==> src/rtl/cmda_cmd_seq_if.sv <==
// Command push interface of the DDR3 cmd/addr sequencer: valid/ready plus one command.
interface cmda_cmd_seq_if #(
  parameter int ADDRESS_NUMBER = 15,
  parameter int SKIP_BITS      = 8
);
  logic                      cmd_valid;
  logic                      cmd_ready;
  logic [2:0]                cmd_rcw;
  logic [2:0]                cmd_ba;
  logic [ADDRESS_NUMBER-1:0] cmd_addr;
  logic                      cmd_odt;
  logic [SKIP_BITS-1:0]      cmd_skip;

  modport master (
    output cmd_valid, cmd_rcw, cmd_ba, cmd_addr, cmd_odt, cmd_skip,
    input  cmd_ready
  );

  modport slave (
    input  cmd_valid, cmd_rcw, cmd_ba, cmd_addr, cmd_odt, cmd_skip,
    output cmd_ready
  );
endinterface

==> src/rtl/cmda_cmd_seq.sv <==
// DDR3 command/address sequencer: queues commands, issues each for one clk_div cycle
// followed by its NOP count, and drives the parallel/tristate nibbles of every cmd/addr lane.
module cmda_cmd_seq #(
  parameter int ADDRESS_NUMBER  = 15,
  parameter int FIFO_DEPTH_LOG2 = 4,
  parameter int SKIP_BITS       = 8
) (
  input  logic                                clk_div_i,
  input  logic                                rst_ni,
  input  logic                                en_i,
  input  logic                                cke_i,
  cmda_cmd_seq_if.slave                       cmd,
  output logic [(ADDRESS_NUMBER+9)*4-1:0]     cmda_din_o,
  output logic [(ADDRESS_NUMBER+9)*4-1:0]     cmda_tin_o,
  output logic                                busy_o,
  output logic [FIFO_DEPTH_LOG2:0]            fifo_level_o
);

  localparam int NUM_PINS = ADDRESS_NUMBER + 9;
  localparam int DEPTH    = 1 << FIFO_DEPTH_LOG2;

  typedef struct packed {
    logic [2:0]                rcw;
    logic [2:0]                ba;
    logic [ADDRESS_NUMBER-1:0] addr;
    logic                      odt;
    logic [SKIP_BITS-1:0]      skip;
  } entry_t;

  typedef enum logic [1:0] {
    ST_IDLE,
    ST_ISSUE,
    ST_SKIP
  } state_e;

  entry_t                    mem_q [DEPTH];
  entry_t                    wr_entry;
  entry_t                    cur_q, cur_d;
  logic [FIFO_DEPTH_LOG2:0]  wr_ptr_q, rd_ptr_q, level;
  logic                      full, empty, push, pop, can_pop;
  state_e                    state_q, state_d;
  logic [SKIP_BITS-1:0]      cnt_q, cnt_d;

  logic [ADDRESS_NUMBER-1:0] addr_q;
  logic [2:0]                ba_q;
  logic [2:0]                rcw_q;
  logic                      cs_n_q, odt_q, cke_q, tz_q;
  logic [NUM_PINS-1:0]       pin_val, pin_tz;

  assign level         = wr_ptr_q - rd_ptr_q;
  assign full          = level[FIFO_DEPTH_LOG2];
  assign empty         = (level == '0);
  assign cmd.cmd_ready = rst_ni & ~full;
  assign push          = cmd.cmd_valid & cmd.cmd_ready;
  assign can_pop       = ~empty & en_i;
  assign wr_entry      = {cmd.cmd_rcw, cmd.cmd_ba, cmd.cmd_addr, cmd.cmd_odt, cmd.cmd_skip};
  assign cur_d         = pop ? mem_q[rd_ptr_q[FIFO_DEPTH_LOG2-1:0]] : cur_q;

  always_ff @(posedge clk_div_i) begin
    if (push) begin
      mem_q[wr_ptr_q[FIFO_DEPTH_LOG2-1:0]] <= wr_entry;
    end
  end

  always_ff @(posedge clk_div_i or negedge rst_ni) begin
    if (!rst_ni) begin
      wr_ptr_q <= '0;
      rd_ptr_q <= '0;
      state_q  <= ST_IDLE;
      cnt_q    <= '0;
      cur_q    <= '0;
    end else begin
      if (push) wr_ptr_q <= wr_ptr_q + (FIFO_DEPTH_LOG2+1)'(1);
      if (pop)  rd_ptr_q <= rd_ptr_q + (FIFO_DEPTH_LOG2+1)'(1);
      state_q <= state_d;
      cnt_q   <= cnt_d;
      cur_q   <= cur_d;
    end
  end

  // SKIP exits on count 1 so the number of NOP cycles equals the programmed skip.
  always_comb begin
    state_d = state_q;
    cnt_d   = cnt_q;
    pop     = 1'b0;
    unique case (state_q)
      ST_IDLE: begin
        if (can_pop) begin
          pop     = 1'b1;
          state_d = ST_ISSUE;
        end
      end
      ST_ISSUE: begin
        if (cur_q.skip != '0) begin
          state_d = ST_SKIP;
          cnt_d   = cur_q.skip;
        end else if (can_pop) begin
          pop     = 1'b1;
          state_d = ST_ISSUE;
        end else begin
          state_d = ST_IDLE;
        end
      end
      ST_SKIP: begin
        if (cnt_q == SKIP_BITS'(1)) begin
          if (can_pop) begin
            pop     = 1'b1;
            state_d = ST_ISSUE;
          end else begin
            state_d = ST_IDLE;
          end
        end else begin
          cnt_d = cnt_q - SKIP_BITS'(1);
        end
      end
      default: state_d = ST_IDLE;
    endcase
  end

  always_ff @(posedge clk_div_i or negedge rst_ni) begin
    if (!rst_ni) begin
      addr_q <= '0;
      ba_q   <= '0;
      rcw_q  <= '1;
      cs_n_q <= 1'b1;
      odt_q  <= 1'b0;
      cke_q  <= 1'b0;
      tz_q   <= 1'b1;
    end else begin
      cke_q <= cke_i;
      tz_q  <= ~en_i;
      if (state_q == ST_ISSUE) begin
        addr_q <= cur_q.addr;
        ba_q   <= cur_q.ba;
        rcw_q  <= cur_q.rcw;
        cs_n_q <= 1'b0;
        odt_q  <= cur_q.odt;
      end else begin
        rcw_q  <= '1;
        cs_n_q <= 1'b1;
      end
    end
  end

  // Lane order LSB first: addr, ba, we_n, cas_n, ras_n, cs_n, cke, odt.
  assign pin_val = {odt_q, cke_q, cs_n_q, rcw_q, ba_q, addr_q};
  assign pin_tz  = {tz_q, 1'b0, {(NUM_PINS-2){tz_q}}};

  always_comb begin
    cmda_din_o = '0;
    cmda_tin_o = '0;
    for (int unsigned i = 0; i < NUM_PINS; i++) begin
      cmda_din_o[4*i +: 4] = {4{pin_val[i]}};
      cmda_tin_o[4*i +: 4] = {4{pin_tz[i]}};
    end
  end

  assign busy_o       = ~empty | (state_q != ST_IDLE);
  assign fifo_level_o = level;

endmodule

==> src/flat_wrapper.sv <==
// flat-port wrapper written by rule: the top's interface ports become plain ports
module cmda_cmd_seq_flat 
#(
  parameter int ADDRESS_NUMBER  = 15,
  parameter int FIFO_DEPTH_LOG2 = 4,
  parameter int SKIP_BITS       = 8
)
  (clk_div_i, rst_ni, en_i, cke_i, cmda_din_o, cmda_tin_o, busy_o, fifo_level_o, cmd_cmd_valid, cmd_cmd_rcw, cmd_cmd_ba, cmd_cmd_addr, cmd_cmd_odt, cmd_cmd_skip, cmd_cmd_ready);
  cmda_cmd_seq_if #(.ADDRESS_NUMBER(ADDRESS_NUMBER), .SKIP_BITS(SKIP_BITS)) cmd_i ();
  input  logic clk_div_i;
  input  logic rst_ni;
  input  logic en_i;
  input  logic cke_i;
  output logic [(ADDRESS_NUMBER+9)*4-1:0] cmda_din_o;
  output logic [(ADDRESS_NUMBER+9)*4-1:0] cmda_tin_o;
  output logic busy_o;
  output logic [FIFO_DEPTH_LOG2:0] fifo_level_o;
  input wire logic [$bits(cmd_i.cmd_valid)-1:0] cmd_cmd_valid;
  input wire logic [$bits(cmd_i.cmd_rcw)-1:0] cmd_cmd_rcw;
  input wire logic [$bits(cmd_i.cmd_ba)-1:0] cmd_cmd_ba;
  input wire logic [$bits(cmd_i.cmd_addr)-1:0] cmd_cmd_addr;
  input wire logic [$bits(cmd_i.cmd_odt)-1:0] cmd_cmd_odt;
  input wire logic [$bits(cmd_i.cmd_skip)-1:0] cmd_cmd_skip;
  output wire logic [$bits(cmd_i.cmd_ready)-1:0] cmd_cmd_ready;
  assign cmd_i.cmd_valid = cmd_cmd_valid;
  assign cmd_i.cmd_rcw = cmd_cmd_rcw;
  assign cmd_i.cmd_ba = cmd_cmd_ba;
  assign cmd_i.cmd_addr = cmd_cmd_addr;
  assign cmd_i.cmd_odt = cmd_cmd_odt;
  assign cmd_i.cmd_skip = cmd_cmd_skip;
  assign cmd_cmd_ready = cmd_i.cmd_ready;
  cmda_cmd_seq #(.ADDRESS_NUMBER(ADDRESS_NUMBER), .FIFO_DEPTH_LOG2(FIFO_DEPTH_LOG2), .SKIP_BITS(SKIP_BITS)) u_core (.clk_div_i(clk_div_i), .rst_ni(rst_ni), .en_i(en_i), .cke_i(cke_i), .cmd(cmd_i), .cmda_din_o(cmda_din_o), .cmda_tin_o(cmda_tin_o), .busy_o(busy_o), .fifo_level_o(fifo_level_o));
endmodule
==> config.mk <==
export PLATFORM = sky130hd
export DESIGN_NAME = cmda_cmd_seq_flat
export DESIGN_NICKNAME = d
export VERILOG_FILES = /design/src/rtl/cmda_cmd_seq_if.sv /design/src/rtl/cmda_cmd_seq.sv /design/src/flat_wrapper.sv
export SDC_FILE = /design/constraint.sdc
export NUM_CORES = 1
export LEC_CHECK = 0
export BUFFER_PORTS_ARGS = -buffer_cell sky130_fd_sc_hd__buf_2
export CORE_MARGIN = 2
export CORE_UTILIZATION = 63
export DETAILED_ROUTE_END_ITERATION = 12
export PLACE_DENSITY = 0.95
export SLEW_MARGIN = 20
export SYNTH_ARGS = -nofsm -noshare
export SYNTH_HDL_FRONTEND = slang
export SYNTH_SLANG_ARGS = --single-unit
==> constraint.sdc <==
create_clock -name clk_div_i -period 12.4 [get_ports clk_div_i]
set_input_delay 3.1 -clock clk_div_i [delete_from_list [all_inputs] [get_ports clk_div_i]]
set_output_delay 3.1 -clock clk_div_i [all_outputs]
set_load 0.01 [all_outputs]
Word level (Yosys, flattened, before mapping)
Memories as Yosys holds them, arrays and structs flattened. A register that Yosys moved wholly into a read port is not among the register bits.
Cells that the tools add are included.
{"block": "classes", "mux": 16, "bitwise_logic": 7, "n_eq_ne": 7, "reduce_logical": 8, "n_addsub": 4}
{"cell": "$mux W8", "n": 2}
{"cell": "$pmux W8 S2", "n": 1}
{"cell": "$add A5 B1 Y5 const B", "n": 2}
{"cell": "$eq A8 B1 Y1 const B", "n": 1}
{"cell": "$reduce_bool A8 Y1", "n": 1}
{"cell": "$sub A8 B1 Y8 const B", "n": 1}
{"cell": "$mux W1", "n": 7}
{"cell": "$mux W2", "n": 3}
{"cell": "$ne A2 B1 Y1 const B", "n": 3}
{"cell": "$pmux W2 S3", "n": 1}
{"cell": "$logic_not A5 Y1", "n": 1}
{"cell": "$sub A5 B5 Y5", "n": 1}
{"cell": "$reduce_bool A2 Y1", "n": 2}
{"cell": "$and A1 B1 Y1", "n": 3}
{"cell": "$mux W3", "n": 1}
{"cell": "$not A1 Y1", "n": 3}
{"cell": "$pmux W1 S3", "n": 1}
{"cell": "$reduce_and A3 Y1", "n": 1}
{"cell": "$eq A2 B1 Y1 const B", "n": 1}
{"cell": "$eq A2 B2 Y1 const B", "n": 1}
{"cell": "$logic_not A2 Y1", "n": 1}
{"cell": "$ne A2 B2 Y1 const B", "n": 1}
{"cell": "$reduce_and A2 Y1", "n": 1}
{"cell": "$logic_not A1 Y1", "n": 1}
{"cell": "$or A1 B1 Y1", "n": 1}
{"block": "word_totals", "elab_cells": 54, "output_inout_bits": 199, "ramBits": 480, "regBits": 45, "n_memories": 1, "in_bits": 35}
{"name": "u_core.mem_q", "depth": 16, "width": 30, "rd": 1, "rd_ports_with_merged_regs": 1, "wr": 1, "line_no": "cmda_cmd_seq.sv:36", "text": "entry_t mem_q [DEPTH];"}

Depth between registers and ports, before layout
Gate-level depths: netlist of the first run.
{"block": "logic_depth", "word_depth": 7, "ltp_mapped": 11, "depth_no_buf": 10}

Least setup slack after synthesis of the first run
OpenSTA, ideal clock, no wires.
{"block": "synth_path", "path_kind": "input-to-reg", "start": "in cmd_cmd_valid", "end": "mem u_core.mem_q[5][0] (netlist bit), enable pin", "arrival_ns": 5.910, "path_stages": 4, "setup_slack_ns": 6.029, "n_path_buf": 1, "required_ns": 11.939, "path_cell_list": "and3_1 > clkbuf_1 > nand2_1 > nor3b_1"}
{"block": "synth_between", "elab_chain_len": 3}
{"element": "start, declared", "line_no": "flat_wrapper.sv:18", "text": "input wire logic [$bits(cmd_i.cmd_valid)-1:0] cmd_cmd_valid;"}
{"element": "$and A1 B1 Y1", "line_no": "cmda_cmd_seq.sv:54", "text": "assign push = cmd.cmd_valid & cmd.cmd_ready;"}
{"element": "$mux W1", "line_no": "cmda_cmd_seq.sv:60", "text": "if (push) begin"}
{"element": "$mux W1 (implied by the code)", "line_no": "cmda_cmd_seq.sv:61", "text": "mem_q[wr_ptr_q[FIFO_DEPTH_LOG2-1:0]] <= wr_entry;"}
{"element": "end, declared", "line_no": "cmda_cmd_seq.sv:36"}
Every way passes these cells.

Worst setup path in the final report of the first run
{"block": "layout_path", "start": "in rst_ni", "end": "out cmd_cmd_ready"}
{"block": "layout_between", "elab_chain_len": 1}
{"element": "start, declared", "line_no": "flat_wrapper.sv:11", "text": "input logic rst_ni;"}
{"element": "$and A1 B1 Y1", "line_no": "cmda_cmd_seq.sv:53", "text": "assign cmd.cmd_ready = rst_ni & ~full;"}
{"element": "end, declared", "line_no": "flat_wrapper.sv:24", "text": "output wire logic [$bits(cmd_i.cmd_ready)-1:0] cmd_cmd_ready;"}
Every way passes these cells.

==> summary.md, run 1 <==
| Metric | Value |
|---|---|
| R2r endpoint | u_core.mem_q[8][17] |
| DIE AREA | 37600 um^2 |
| Layout cells sized above 1 | 34.7% |
| Hold Startpoint | u_core.cur_q[28] |
| FF+latch area | 16300 um^2 |
| Tightest Hold Check Type | reg2reg |
| YS warnings | 0 |
| Crit end category | primary output |
| DP Worst Slack | 5510 ps |
| Switch share | 33.5% |
| Maximum fanout along the worst path | 25 |
| Post-CTS sizing | 0 |
| Placed Area | 23200 um^2 |
| Switching power of the nets | 1.92 mW |
| Clock slew at reported path FFs | 60 ps |
| Post-Synth Simple-Gate Area | 2.53% |
| R2R cell count | 9 |
| Finish-stage setup viols | 0 |
| Internal power | 3.81 mW |
| Hold Vio Cnt, Final | 0 |
| Post-synthesis cell count | 1290 |
| Area of the multi-input gates | 4870 um^2 |
| Synth Area in Adders | 0.915% |
| Max clock buf depth | 3 |
| RR Startpoint | u_core.rd_ptr_q[1] |
| Num ports | 234 |
| FILL cells | 1952 |
| Placed Instances | 1777 |
| Post-CTS Setup Inserts | 0 |
| Worst EP arrival | 3770 ps |
| Largest net degree at the start of global routing | 140 |
| Final-report max-slew violation count | 0 |
| Largest delay share family, worst path | buffers and inverters |
| Detailed Route Iter0 Violations | 1413 |
| Netlist cell types | 51 |
| Post-route ant nets | 0 |
| CTS tree | yes |
| Critical path's largest stage delay | 330 ps |
| # hold bufs at CTS | 0 |
| Final wirelength | 54300 um |
| Die W | 194 um |
| Ys flop type | edfxtp_1 |
| Htree depth | 2 |
| Main combinational cell family by area after synthesis | multiplexers |
| Synth top area share | 63.5% |
| Flop pwr share | 41.9% |
| Port buffer count | 229 |
| Worst EP required | 9300 ps |
| Gr usage total | 28.7% |
| RSZ-0062 raised after global routing | no |
| Total grt overflow | 0 |
| TritonCTS Buffers | 50 |
| Ys async rst share | 13.5% |
| Dpl hpwl | 28200 um |
| Endpoint, Worst Hold | u_core.rcw_q[1] |
| Max Fclk | 0.145 GHz |
| Worst hold slack | 473 ps |
| Synth area leaders | edfxtp_1, dfrtp_1, mux4_2 |
| Most frequent cells in the layout | edfxtp_1, buf_2, mux2_2, dfrtp_1 |
| Vias in the first global route | 12400 |
| Worst path setup slack after routing | 5530 ps |
| Tightest Pin Transition | 1080 ps |
| RePlAce Congestion | 0.772 |
| Flop-to-flop setup slack | 8040 ps |
| Starting Density | 63.8% |
| Initial antenna violation count | 6 |
| Max cap viols | 0 |
| Post-Layout Inst Area | 24800 um^2 |
| Setup TNS Final | 0 ps |
| First-pass GRT wire length | 79700 um |
| Post-Synth XOR/XNOR Area | 0.386% |
| Power per cell area | 232 nW/um^2 |
| Leakage power | 8.84 nW |
| Combinational Power Share | 31.9% |
| Cells on Worst Hold Path | 1 |
| Power, Total | 5.74 mW |
| Final core utilization | 69.6% |
| Complex-gate fraction of the synthesized area | 4.78% |
| Worst Path Buf+Inv | 2 |
| Mapped Avg Cell Area | 17.6 um^2 |
| Wire per inst | 29.0 um |
| Status | completed |
| Synth area leader | edfxtp_1 |
| Worst setup path category | in2out |
| Clock share of power | 26.2% |
| Post-synthesis register bit count | 555 |
| Post-Syn Area | 22700 um^2 |
| Worst rel slew slack | 27.8% |
| Root buffer cell | clkbuf_16 |
| Post-synth EDFFs | 480 |
| Vias after detailed routing | 12500 |
| Vias per cell | 6.69 |
| Fin crit share | 55.4% |
| # DRC | 0 |
| Post-synthesis sequential area ratio | 71.8% |
| Net count, final | 1420 |
| VDD IR-drop max | 0.235 mV |
| Drt first pass iters | 5 |
| Core region area | 35600 um^2 |
| Post-synthesis mux area share | 12.6% |
| DIE HEIGHT | 194 um |
| Worst path cell trace | buf_4 -> and2_1 -> buf_2 |
| Finished Layout Cells | 1873 |
| Post-route clock skew | 20.2 ps |
| Setup crit start | rst_ni |
| Final Critical Period | 6870 ps |
| Worst path slowest cell | buf_4 |
| Worst-Skew Late Latency | 600 ps |
| Area Growth Syn to Fin | 9.04% |
| Placement row count | 69 |
| CP startpoint kind | input port |
| TritonCTS Sinks | 555 |
| Most common cell after layout, fill and taps aside | edfxtp_1 |
==> sequential cells by signal (all words and copies together) (netlist names) <==
signal / count
u_core.odt_q: 1
u_core.cur_q: 30
u_core.cs_n_q: 1
u_core.addr_q: 15
u_core.cke_q: 1
u_core.ba_q: 3
u_core.wr_ptr_q: 5
u_core.cnt_q: 8
u_core.rcw_q: 3
u_core.tz_q: 1
u_core.state_q: 2
u_core.rd_ptr_q: 5
u_core.mem_q: 480
==> power by group through the flow <==
stage / Clock (mW) / Combinational [mW] / Sequential [mW]
finish: 1.51 / 1.83 / 2.40
global route: 1.58 / 1.93 / 2.42
CTS: 1.51 / 1.81 / 2.40
detailed placement: 0 / 1.75 / 2.43
global placement: 0 / 1.66 / 2.41
floorplan: 0 / 1.35 / 2.36
==> worst register-to-register path: stages (launching register included) <==
cell	delay [ps]
dfrtp_2	340
buf_4	760
inv_1	330
fa_1	530
nand3_1	120
and3_1	180
or2_2	150
and3_1	390
nor2b_1	290
and3_2	870
==> logic make-up after synthesis <==
logic type               Yosys count
buffers and inverters            247
adder cells (fa/ha/maj)           16
AND/OR/NAND/NOR                  106
AO/OA/AOI/OAI                    154
XOR/XNOR                          10
other                              1
flip-flops                       555
multiplexers                     201
==> area by class of cell <==
cell class / count / share of cell area, %
Inverter: 18 / 0.273
Tap cell: 461 / 2.33
Multi-Input combinational cell: 491 / 19.7
Clock inverter: 28 / 1.01
Antenna cell: 4 / 0.0404
Timing Repair Buffer: 253 / 5.47
Clock buffer: 63 / 5.37
Sequential cell: 555 / 65.8
==> how the worst max path moves through the flow <==
stage | endpoint | cells after the start | slack, ps
final | cmd_cmd_ready | 3 | 5530
after global routing | cmd_cmd_ready | 3 | 5460
after CTS | cmd_cmd_ready | 3 | 5510
after detailed placement | cmd_cmd_ready | 3 | 5510
after global placement | cmd_cmd_ready | 3 | 5540
after floorplan | u_core.mem_q[5][0] | 4 | 6030
==> cells in the mapped netlist (18+ instances only) <==
cell type  instances
a221oi_1          30
buf_2             18
buf_4            171
clkbuf_1          32
dfrtp_1           70
edfxtp_1         480
inv_1             18
mux2_2            80
mux2i_1           60
mux4_2            60
nand2_1           41
o21ai_1           30
o221ai_1          30
o22ai_1           31
==> per-layer routing <==
layer,GRT usage (%),share of wire [%],up-vias
met5,0,0.033,-
met2,48.8,51,1050
met3,5.76,10,204
met4,15.5,5.4,2
met1,35.0,33,6224
li1,-,-,5042
No activity file was read; power rests on OpenSTA's default activity.
==> run 2: changes to the inputs <==
--- a/config.mk
+++ b/config.mk
@@ -5,11 +5,12 @@
 export SDC_FILE = /design/constraint.sdc
 export NUM_CORES = 1
 export LEC_CHECK = 0
+export ABC_AREA = 1
 export BUFFER_PORTS_ARGS = -buffer_cell sky130_fd_sc_hd__buf_2
 export CORE_MARGIN = 2
-export CORE_UTILIZATION = 63
+export CORE_UTILIZATION = 53
 export DETAILED_ROUTE_END_ITERATION = 12
-export PLACE_DENSITY = 0.95
+export PLACE_DENSITY = 0.88
 export SLEW_MARGIN = 20
 export SYNTH_ARGS = -nofsm -noshare
 export SYNTH_HDL_FRONTEND = slang
==> constraint.sdc (replaced) <==
create_clock -name clk_div_i -period 5.72 [get_ports clk_div_i]
set_input_delay 1.43 -clock clk_div_i [delete_from_list [all_inputs] [get_ports clk_div_i]]
set_output_delay 1.43 -clock clk_div_i [all_outputs]
set_load 0.01 [all_outputs]
==> summary.md, run 2 <==
| Metric | Value |
|---|---|
| Status | completed |
| Synth area leader | edfxtp_1 |
| Worst path slowest cell | dfrtp_4 |
| Worst setup path category | reg2out |
| Max clock buf depth | 3 |
| Top Metal Used | met5 |
| Dpl hpwl | 30400 um |
| Synth top area share | 61.5% |
| Die W | 214 um |
| TritonCTS Sinks | 555 |
| Post-CTS Setup Inserts | 0 |
| Post-route ant nets | 0 |
| Area Growth Syn to Fin | 9.28% |
| Max Fclk | 0.208 GHz |
| Clock slew at reported path FFs | 60 ps |
| Core region area | 43900 um^2 |
| Worst hold slack | 452 ps |
| Largest net degree at the start of global routing | 127 |
| Leakage power | 9.30 nW |
| RePlAce Congestion | 0.829 |
| Post-synth top cells | edfxtp_1, nor2_1, o21ai_0 |
| Finished Layout Cells | 2616 |
| Critical path's largest stage delay | 1000 ps |
| VDD IR-drop max | 0.307 mV |
| Count leader, synth | edfxtp_1 |
| Worst EP arrival | 3370 ps |
| Largest delay share family, worst path | flip-flops |
| Vias after detailed routing | 15500 |
| Post-synth EDFFs | 480 |
| Synth area leaders | edfxtp_1, dfrtp_1, buf_4 |
| Finish-stage setup viols | 0 |
| Placement row count | 77 |
| Tightest Hold Check Type | reg2reg |
| Setup crit start | u_core.rd_ptr_q[0] |
| Ys async rst share | 13.5% |
| Hold Startpoint | u_core.cur_q[27] |
| Final Critical Period | 4800 ps |
| Tightest Pin Transition | 1130 ps |
| YS warnings | 0 |
| Post-route clock skew | 15.5 ps |
| Post-Layout Inst Area | 25600 um^2 |
| Netlist cell types | 36 |
| # hold bufs at CTS | 0 |
| First-pass GRT wire length | 83100 um |
| Worst-Skew Late Latency | 580 ps |
| Gr usage total | 23.2% |
| CP startpoint kind | flip-flop |
| Worst Path Buf+Inv | 2 |
| Post-CTS sizing | 0 |
| Setup TNS Final | 0 ps |
| Post-Syn Area | 23400 um^2 |
| Most used cell, CP | nor2_1 |
| Fin crit share | 83.9% |
| Drt first pass iters | 5 |
| Placed Instances | 2517 |
| Maximum fanout along the worst path | 79 |
| Max cap viols | 0 |
| Metal2 WL | 27000 um |
| Initial antenna violation count | 4 |
| Num ports | 234 |
| Post-synthesis cell count | 1960 |
| Wire per inst | 21.0 um |
| RR Startpoint | u_core.rd_ptr_q[0] |
| Final wirelength | 55000 um |
| DIE HEIGHT | 214 um |
| CTS tree | yes |
| DIE AREA | 45900 um^2 |
| Vias per cell | 5.91 |
| Hold Vio Cnt, Final | 0 |
| Worst path cell trace | ha_1 -> inv_1 -> fa_1 -> or2_1 -> nor2_1 -> nand3_2 -> nor2_1 -> nand2_1 -> buf_2 |
| Vias in the first global route | 14900 |
| WL met1 | 20300 um |
| Power per cell area | 509 nW/um^2 |
| Final-report max-slew violation count | 0 |
| Starting Density | 53.3% |
| Mapped Avg Cell Area | 11.9 um^2 |
| Most frequent cells in the layout | edfxtp_1, nor2_1, o21ai_0, buf_2, nand2_1 |
| Crit end category | primary output |
| Htree depth | 2 |
| Worst rel slew slack | 24.6% |
| Most common cell after layout, fill and taps aside | edfxtp_1 |
| Post-synthesis sequential area ratio | 69.6% |
| TritonCTS Buffers | 51 |
| Detailed Route Iter0 Violations | 2019 |
| Routed met3 length | 5750 um |
| Port buffer count | 229 |
| Worst EP required | 4290 ps |
| Post-synthesis register bit count | 555 |
| Root buffer cell | clkbuf_16 |
| Placed Area | 23800 um^2 |
| Ys flop type | edfxtp_1 |
| Layout cells sized above 1 | 17.4% |
| Net count, final | 2032 |
| # DRC | 0 |
| Max reg flops | 480 |
| Total grt overflow | 0 |
| RSZ-0062 raised after global routing | no |
run 2: cell count changes after synthesis, moves of 60 or more:
| cell | previous run | this run |
|---|---|---|
| mux2_2 | 80 | 0 |
| mux2i_1 | 60 | 0 |
| mux4_2 | 60 | 0 |
| nand2_1 | 41 | 219 |
| nand3_1 | 4 | 73 |
| nor2_1 | 5 | 334 |
| o211ai_1 | 0 | 63 |
| o21ai_0 | 10 | 255 |
run 2: cell families after synthesis:
group	count (synthesis)	share of synthesized area, %
compound gates	411	9.86
other cells	1	0.0160
buf+inv	333	8.57
fa+ha+maj	16	0.887
xor+xnor	10	0.374
flops	555	69.6
simple gates	634	10.7
run 2: metrics by stage:
step,util (%),power (mW),setup slack (ps)
final,58.3,13.0,921
after global routing,58.2,13.7,700
after CTS,58.1,13.0,870
after detailed placement,54.1,9.36,1490
after global placement,54.1,9.13,1570
after floorplan,-,8.28,1890
run 2: worst reg2reg max path, delay by kind of cell, from the launching register on:
kind | cells | cell delay, ps
AND/OR/NAND/NOR | 8 | 1920
flip-flops | 1 | 1000
adder cells (fa/ha/maj) | 2 | 700
buffers and inverters | 2 | 210
run 2: power by group:
group          leakage (nW)  internal [mW]  switching (mW)  total, mW
Combinational          3.19           1.29            2.99       4.28
Sequential             5.25           4.81           0.369       5.17
Clock                 0.858           2.15            1.43       3.58
run 2: worst paths after layout:
check,endpoint,cells after the start,slack (ps)
setup / recovery,busy_o,9,920
hold / removal,u_core.rcw_q[0],2,450
setup reg to reg,u_core.mem_q[9][16],12,1480
hold reg to reg,u_core.rcw_q[0],2,450
max in group asynchronous,u_core.rd_ptr_q[1],2,3910
min in group asynchronous,u_core.addr_q[13],2,1100
run 2: layout make-up:
type | count | area (um^2)
inverter | 53 | 206
clock buffer | 66 | 1390
timing repair buffer | 245 | 1330
sequential | 555 | 16300
clock inverter | 27 | 382
fill | 3220 | 18300
multi-input combinational | 1075 | 5240
antenna | 3 | 7.51
tap | 592 | 741
run 2: layer usage:
layer / track usage, % / up-vias
met5: 0 / -
met4: 9.58 / 4
met3: 4.06 / 163
met2: 39.2 / 1104
met1: 29.8 / 7418
li1: - / 6767
